===== src/rtl/imem_loader_pkg.sv =====
// ---------------------------------------------------------------------------
// imem_loader_pkg
// Shared definitions for the instruction-memory loader: FSM state
// enumeration, default memory depth, header width constants.
// Optional feature macro: IMEM_LOADER_CHECKSUM_EN adds the CSUM state.
// ---------------------------------------------------------------------------
package imem_loader_pkg;

    localparam int DEFAULT_DEPTH_WORDS = 64;
    localparam int DEFAULT_CNT_W       = 16;
    localparam int HDR_BYTES           = 2;

    typedef enum logic [2:0] {
        ST_HDR_HI = 3'd0,
        ST_HDR_LO = 3'd1,
        ST_DATA   = 3'd2,
        ST_WRITE  = 3'd3,
        ST_DONE   = 3'd4,
        ST_ERR    = 3'd5
`ifdef IMEM_LOADER_CHECKSUM_EN
        ,
        ST_CSUM   = 3'd6
`endif
    } state_e;

endpackage


===== src/rtl/imem_loader_if.sv =====
// ---------------------------------------------------------------------------
// imem_loader_if
// Groups the loader's byte-stream handshake, instruction-memory write bus
// and status signals.
//   master : the loader itself (accepts bytes, drives memory writes/status)
//   slave  : the byte source / memory / processor side
// Signals: byte_valid, byte_data[7:0], byte_ready, reload, imem_we,
//          imem_addr[31:0], imem_wdata[31:0], cpu_reset, done, err.
// ---------------------------------------------------------------------------
interface imem_loader_if;

    logic        byte_valid;
    logic [7:0]  byte_data;
    logic        byte_ready;
    logic        reload;
    logic        imem_we;
    logic [31:0] imem_addr;
    logic [31:0] imem_wdata;
    logic        cpu_reset;
    logic        done;
    logic        err;

    modport master (
        input  byte_valid, byte_data, reload,
        output byte_ready, imem_we, imem_addr, imem_wdata, cpu_reset, done, err
    );

    modport slave (
        output byte_valid, byte_data, reload,
        input  byte_ready, imem_we, imem_addr, imem_wdata, cpu_reset, done, err
    );

endinterface


===== src/rtl/imem_loader_byte_packer.sv =====
// ---------------------------------------------------------------------------
// imem_loader_byte_packer
// Assembles four big-endian bytes into a 32-bit word. Only the first three
// bytes are stored; the fourth is merged combinationally so the complete
// word is visible in the same cycle the last byte is accepted.
// Ports:
//   clk, reset   : clock, synchronous active-low reset
//   clear_i      : discard any partial word
//   shift_i      : accept byte_i into the word
//   byte_i       : incoming byte
//   word_o       : {stored bytes, byte_i}, valid when wordReady_o = 1
//   wordReady_o  : this shift completes a word
// ---------------------------------------------------------------------------
module imem_loader_byte_packer (
    input  logic        clk,
    input  logic        reset,
    input  logic        clear_i,
    input  logic        shift_i,
    input  logic [7:0]  byte_i,
    output logic [31:0] word_o,
    output logic        wordReady_o
);

    logic [23:0] shift_q;
    logic [1:0]  byteIdx_q;

    // Byte index wraps 3 -> 0 naturally, so a new word starts automatically.
    always_ff @(posedge clk) begin
        if (!reset || clear_i) begin
            shift_q   <= '0;
            byteIdx_q <= '0;
        end else if (shift_i) begin
            shift_q   <= {shift_q[15:0], byte_i};
            byteIdx_q <= byteIdx_q + 2'd1;
        end
    end

    assign word_o      = {shift_q, byte_i};
    assign wordReady_o = shift_i && (byteIdx_q == 2'd3);

endmodule


===== src/rtl/imem_loader.sv =====
// ---------------------------------------------------------------------------
// imem_loader
// Receives a byte stream (2-byte big-endian word count N, then N big-endian
// 32-bit words) and writes the words into instruction memory starting at
// address 0. Holds the processor in reset until a load completes.
// Optional feature macro: IMEM_LOADER_CHECKSUM_EN -- a trailing byte must
// equal the XOR of all header and data bytes, else the load errors.
// Ports:
//   clk    : clock
//   reset  : synchronous active-low reset
//   bus    : imem_loader_if.master (byte handshake, memory write, status)
// ---------------------------------------------------------------------------
module imem_loader
    import imem_loader_pkg::*;
#(
    parameter int DEPTH_WORDS = DEFAULT_DEPTH_WORDS,
    parameter int CNT_W       = DEFAULT_CNT_W
) (
    input  logic          clk,
    input  logic          reset,
    imem_loader_if.master bus
);

    localparam logic [CNT_W-1:0] DEPTH_LIMIT = CNT_W'(DEPTH_WORDS);
`ifdef IMEM_LOADER_CHECKSUM_EN
    localparam state_e LOAD_END_STATE = ST_CSUM;
`else
    localparam state_e LOAD_END_STATE = ST_DONE;
`endif

    state_e                 state_q, state_d;
    logic [7:0]             countHi_q, countHi_d;
    logic [CNT_W-1:0]       count_q, count_d;
    logic [CNT_W-1:0]       wordIdx_q, wordIdx_d;
    logic [CNT_W-1:0]       wordIdxInc;
    logic [31:0]            addr_q, addr_d;
    logic [31:0]            wdata_q, wdata_d;
    logic [HDR_BYTES*8-1:0] hdrWord;
    logic [CNT_W-1:0]       hdrCount;
    logic                   byteReady;
    logic                   xfer;
    logic                   packClear;
    logic                   packShift;
    logic                   wordReady;
    logic [31:0]            packWord;
`ifdef IMEM_LOADER_CHECKSUM_EN
    logic [7:0]             csum_q, csum_d;
`endif

    assign byteReady = (state_q == ST_HDR_HI) || (state_q == ST_HDR_LO) ||
`ifdef IMEM_LOADER_CHECKSUM_EN
                       (state_q == ST_CSUM) ||
`endif
                       (state_q == ST_DATA);

    assign xfer       = bus.byte_valid && byteReady;
    assign hdrWord    = {countHi_q, bus.byte_data};
    assign hdrCount   = CNT_W'(hdrWord);
    assign wordIdxInc = wordIdx_q + CNT_W'(1);

    imem_loader_byte_packer u_packer (
        .clk         (clk),
        .reset       (reset),
        .clear_i     (packClear),
        .shift_i     (packShift),
        .byte_i      (bus.byte_data),
        .word_o      (packWord),
        .wordReady_o (wordReady)
    );

    // Next-state logic. Address and data are captured on the transition
    // into WRITE so they are presented during WRITE and held afterwards.
    always_comb begin
        state_d   = state_q;
        countHi_d = countHi_q;
        count_d   = count_q;
        wordIdx_d = wordIdx_q;
        addr_d    = addr_q;
        wdata_d   = wdata_q;
        packClear = 1'b0;
        packShift = 1'b0;
`ifdef IMEM_LOADER_CHECKSUM_EN
        csum_d    = csum_q;
        if (xfer && (state_q != ST_CSUM)) begin
            csum_d = csum_q ^ bus.byte_data;
        end
`endif

        case (state_q)
            ST_HDR_HI: begin
                if (xfer) begin
                    countHi_d = bus.byte_data;
                    state_d   = ST_HDR_LO;
                end
            end
            ST_HDR_LO: begin
                if (xfer) begin
                    count_d   = hdrCount;
                    wordIdx_d = '0;
                    packClear = 1'b1;
                    if (hdrCount == '0) begin
                        state_d = LOAD_END_STATE;
                    end else if (hdrCount > DEPTH_LIMIT) begin
                        state_d = ST_ERR;
                    end else begin
                        state_d = ST_DATA;
                    end
                end
            end
            ST_DATA: begin
                if (xfer) begin
                    packShift = 1'b1;
                    if (wordReady) begin
                        addr_d  = 32'(wordIdx_q) << 2;
                        wdata_d = packWord;
                        state_d = ST_WRITE;
                    end
                end
            end
            ST_WRITE: begin
                wordIdx_d = wordIdxInc;
                state_d   = (wordIdxInc == count_q) ? LOAD_END_STATE : ST_DATA;
            end
`ifdef IMEM_LOADER_CHECKSUM_EN
            ST_CSUM: begin
                if (xfer) begin
                    state_d = (bus.byte_data == csum_q) ? ST_DONE : ST_ERR;
                end
            end
`endif
            ST_DONE, ST_ERR: begin
                if (bus.reload) begin
                    state_d = ST_HDR_HI;
`ifdef IMEM_LOADER_CHECKSUM_EN
                    csum_d  = '0;
`endif
                end
            end
            default: begin
                state_d = ST_HDR_HI;
            end
        endcase
    end

    // State and datapath registers.
    always_ff @(posedge clk) begin
        if (!reset) begin
            state_q   <= ST_HDR_HI;
            countHi_q <= '0;
            count_q   <= '0;
            wordIdx_q <= '0;
            addr_q    <= '0;
            wdata_q   <= '0;
`ifdef IMEM_LOADER_CHECKSUM_EN
            csum_q    <= '0;
`endif
        end else begin
            state_q   <= state_d;
            countHi_q <= countHi_d;
            count_q   <= count_d;
            wordIdx_q <= wordIdx_d;
            addr_q    <= addr_d;
            wdata_q   <= wdata_d;
`ifdef IMEM_LOADER_CHECKSUM_EN
            csum_q    <= csum_d;
`endif
        end
    end

    assign bus.byte_ready = byteReady;
    assign bus.imem_we    = (state_q == ST_WRITE);
    assign bus.imem_addr  = addr_q;
    assign bus.imem_wdata = wdata_q;
    assign bus.cpu_reset  = (state_q != ST_DONE);
    assign bus.done       = (state_q == ST_DONE);
    assign bus.err        = (state_q == ST_ERR);

endmodule


===== src/flat_wrapper.sv =====
// flat-port wrapper written by rule: the top's interface ports become plain ports
module imem_loader_flat import imem_loader_pkg::*;
#(
    parameter int DEPTH_WORDS = DEFAULT_DEPTH_WORDS,
    parameter int CNT_W       = DEFAULT_CNT_W
)
  (clk, reset, bus_byte_valid, bus_byte_data, bus_reload, bus_byte_ready, bus_imem_we, bus_imem_addr, bus_imem_wdata, bus_cpu_reset, bus_done, bus_err);
  imem_loader_if bus_i ();
  input  logic clk;
  input  logic reset;
  input wire logic [$bits(bus_i.byte_valid)-1:0] bus_byte_valid;
  input wire logic [$bits(bus_i.byte_data)-1:0] bus_byte_data;
  input wire logic [$bits(bus_i.reload)-1:0] bus_reload;
  output wire logic [$bits(bus_i.byte_ready)-1:0] bus_byte_ready;
  output wire logic [$bits(bus_i.imem_we)-1:0] bus_imem_we;
  output wire logic [$bits(bus_i.imem_addr)-1:0] bus_imem_addr;
  output wire logic [$bits(bus_i.imem_wdata)-1:0] bus_imem_wdata;
  output wire logic [$bits(bus_i.cpu_reset)-1:0] bus_cpu_reset;
  output wire logic [$bits(bus_i.done)-1:0] bus_done;
  output wire logic [$bits(bus_i.err)-1:0] bus_err;
  assign bus_i.byte_valid = bus_byte_valid;
  assign bus_i.byte_data = bus_byte_data;
  assign bus_i.reload = bus_reload;
  assign bus_byte_ready = bus_i.byte_ready;
  assign bus_imem_we = bus_i.imem_we;
  assign bus_imem_addr = bus_i.imem_addr;
  assign bus_imem_wdata = bus_i.imem_wdata;
  assign bus_cpu_reset = bus_i.cpu_reset;
  assign bus_done = bus_i.done;
  assign bus_err = bus_i.err;
  imem_loader #(.DEPTH_WORDS(DEPTH_WORDS), .CNT_W(CNT_W)) u_core (.clk(clk), .reset(reset), .bus(bus_i));
endmodule

===== config.mk =====
export PLATFORM = sky130hd
export DESIGN_NAME = imem_loader_flat
export DESIGN_NICKNAME = d
export VERILOG_FILES = /design/src/rtl/imem_loader_pkg.sv /design/src/rtl/imem_loader_if.sv /design/src/rtl/imem_loader_byte_packer.sv /design/src/rtl/imem_loader.sv /design/src/flat_wrapper.sv
export SDC_FILE = /design/constraint.sdc
export NUM_CORES = 1
export LEC_CHECK = 0
export ABC_AREA = 1
export CAP_MARGIN = 20
export CORE_UTILIZATION = 45
export DETAILED_ROUTE_END_ITERATION = 12
export PLACE_DENSITY_LB_ADDON = 0.12
export RECOVER_POWER = 100
export SLEW_MARGIN = 20
export SYNTH_ARGS = -nofsm -noshare
export SYNTH_HDL_FRONTEND = slang
export SYNTH_SLANG_ARGS = --single-unit

===== constraint.sdc =====
create_clock -name clk -period 2.45 [get_ports clk]
set_input_delay 0.49 -clock clk [delete_from_list [all_inputs] [get_ports clk]]
set_output_delay 0.49 -clock clk [all_outputs]
set_load 0.02 [all_outputs]

==> flow_summary.ini <==
[outcome]
status = complete, no violations

[worst_setup_path]
cp_data_arrival_time_ns = 1.74
crit_path_end_kind = primary output
path_delay_family = buffers and inverters
critPathKind = reg -> out
critPathRequiredTime_ns = 1.96
slowest_delay_ns = 0.69
critPathLaunchType = register
cp_max_fo = 3
worst_path_max_delay_cell = dlygate4sd3_1
crit_chain = inv_1, nand2_1, nor2_1, dlygate4sd3_1
cp_num_buf_inv = 2

[placed_design]
place_hpwl_microns = 8640
portBuffers = 64
gp_congestion = 0.820
placed_area_sq_um = 5900

[sta]
tightest_slew_ns = 1.24
timing.fmax_mhz = 448
post-route-min-period_ns = 2.23
finalMaxSlewViolations = 0
fin_crit_sh_pct = 91.1
grt_setup_unrepaired = no
setup_tns_ns = 0
clock_skew_ns = 0.0109
hold_viol = 0
slew-limit-headroom_pct = 16.8
whs_ns = 0.459
setup_viol_count_final = 0

[synth]
synth_area_sq_um = 5140
yosysSeqAreaShare_pct = 45.6
synth_seq_cells = 117
synth_area_per_cell_sq_um = 7.08
synth_edf_count = 0
yosys_warnings = 0
synth_ff_type = dfxtp_1
async_flop_share_pct = 0
synth_cell_types = 33
postSynthCellCount = 725

[grt]
grt_pass1_wl_microns = 21100
antenna_found_initial = 0
grt_pass1_vias = 4443
grt_max_degree = 66
track_usage_pct = 23.1
overflow = 0

[die]
core_area_sq_um = 11000
dieHeight_microns = 109
num_rows = 38
die_w_microns = 109
die-area_sq_um = 11800
pin_count = 81
initial_core_util_pct = 46.8

[clock_network]
cts_buffer_depth = 2
ctsHoldBuffers = 0
cts_tree = done
postCtsSetupRepairBufs = 0
ctsResizeCount = 0
cts_sinks = 117
clk_pin_slew_ns = 0.06
cts-root-buf = clkbuf_16
cts_made_buffers = 17
cts.htree.levels = 4
insertion_delay_ns = 0.40

[finish]
final_util_pct = 58.7
num_antenna_cells = 0
area_delta_synth_final_pct = 25.6
layout_commonest_cell = nand2_1
fin_nets = 799
drive_gt1_share_pct = 7.77
design_area_sq_um = 6450
final_cell_mix = nand2_1, dfxtp_1, a21oi_1, nor2_1, nand3_1

[detailed_routing]
vias = 4819
route.detailed.drc = 0
ant_nets = 0
vias_per_cell = 5.14
routed_wl_microns = 12800
wl_per_cell_microns = 13.7
dr.pass1.iters = 5
drt_iter0_markers = 270

[hold_path]
min_path_type = reg -> reg

[job]
maxCapViolCount = 0

[pwr]
peakVddDrop_uv = 471
power.leakage_uw = 0.00259
pwr_density_cell_nw_per_um2 = 751
-- path summary, 6_finish.rpt --
path / slack, ns / cells after the start / to / startpoint
max: 0.22 / 4 / bus_done / u_core.state_q[1]
min: 0.46 / 2 / u_core.bus.imem_wdata[4] / u_core.bus.imem_wdata[4]
min reg2reg: 0.46 / 2 / u_core.bus.imem_wdata[4] / u_core.bus.imem_wdata[4]
max reg2reg: 0.31 / 13 / u_core.state_q[2] / u_core.wordIdx_q[1]
-- worst min-delay path: stages (launching register included) --
cell and delay [ns]:
dfxtp_1 0.30, nand2_1 0.06, a21oi_1 0.05
-- metrics by stage --
step	power [uW]	std cells	setup WS [ns]
final	4840	938	0.219
after global routing	5040	938	0.0471
after CTS	4900	938	0.0334
after detailed placement	2430	906	0.216
after global placement	2430	906	0.118
after floorplan	2320	740	0.681
-- cell families (layout without fill, tap and decap cells) --
group,after synthesis,count (layout),share of synthesized area [%]
AO/OA/AOI/OAI,144,144,14.5
XOR/XNOR,2,2,0.341
other,1,16,0.0730
buffers and inverters,102,160,8.79
AND/OR/NAND/NOR,357,357,30.2
adder cells (fa/ha/maj),2,2,0.487
flip-flops,117,117,45.6
-- Yosys cell counts (all sizes together) (2+ instances only) --
library cell	count	area share [%]
nand2	185	14
dfxtp	117	46
a21oi	108	11
nor2	84	7.4
nand3	71	7.0
inv	49	3.6
o21ai	31	3.1
clkbuf	30	2.2
buf	23	3.0
nand4	9	1.1
nor3	4	0.39
a211oi	3	0.44
ha	2	0.49
or2	2	0.24
-- layout make-up --
type / count / area (sq um)
Clock inverter: 13 / 146
Tap cell: 140 / 175
Clock buffer: 19 / 453
Inverter: 49 / 184
Sequential cell: 117 / 2340
Multi-Input combinational cell: 521 / 2390
Fill cell: 1001 / 4530
Timing Repair Buffer: 79 / 761
-- flip-flops by register name, indices dropped and copies added (netlist names) --
name,cells
u_core.countHi_q,8
u_core.wordIdx_q,16
u_core.bus.imem_wdata,32
u_core.u_packer.byteIdx_q,2
u_core.count_q,16
u_core.bus.imem_addr,16
u_core.state_q,3
u_core.u_packer.shift_q,24
-- per-layer routing --
metal | routed length [microns] | global-route usage [%] | part of all wire [%] | up-vias
met5 | 0 | 0 | 0 | -
met4 | 153 | 8.88 | 1.2 | 0
met3 | 629 | 5.74 | 4.9 | 14
met2 | 6050 | 37.2 | 47 | 147
met1 | 5970 | 29.6 | 47 | 2203
li1 | - | - | - | 2455
-- power by group --
group          internal [uW]  switching [uW]
logic                    117             258
clock network           1560             902
registers               1960            39.3
Note: power is estimated with default switching activity, not from simulation.
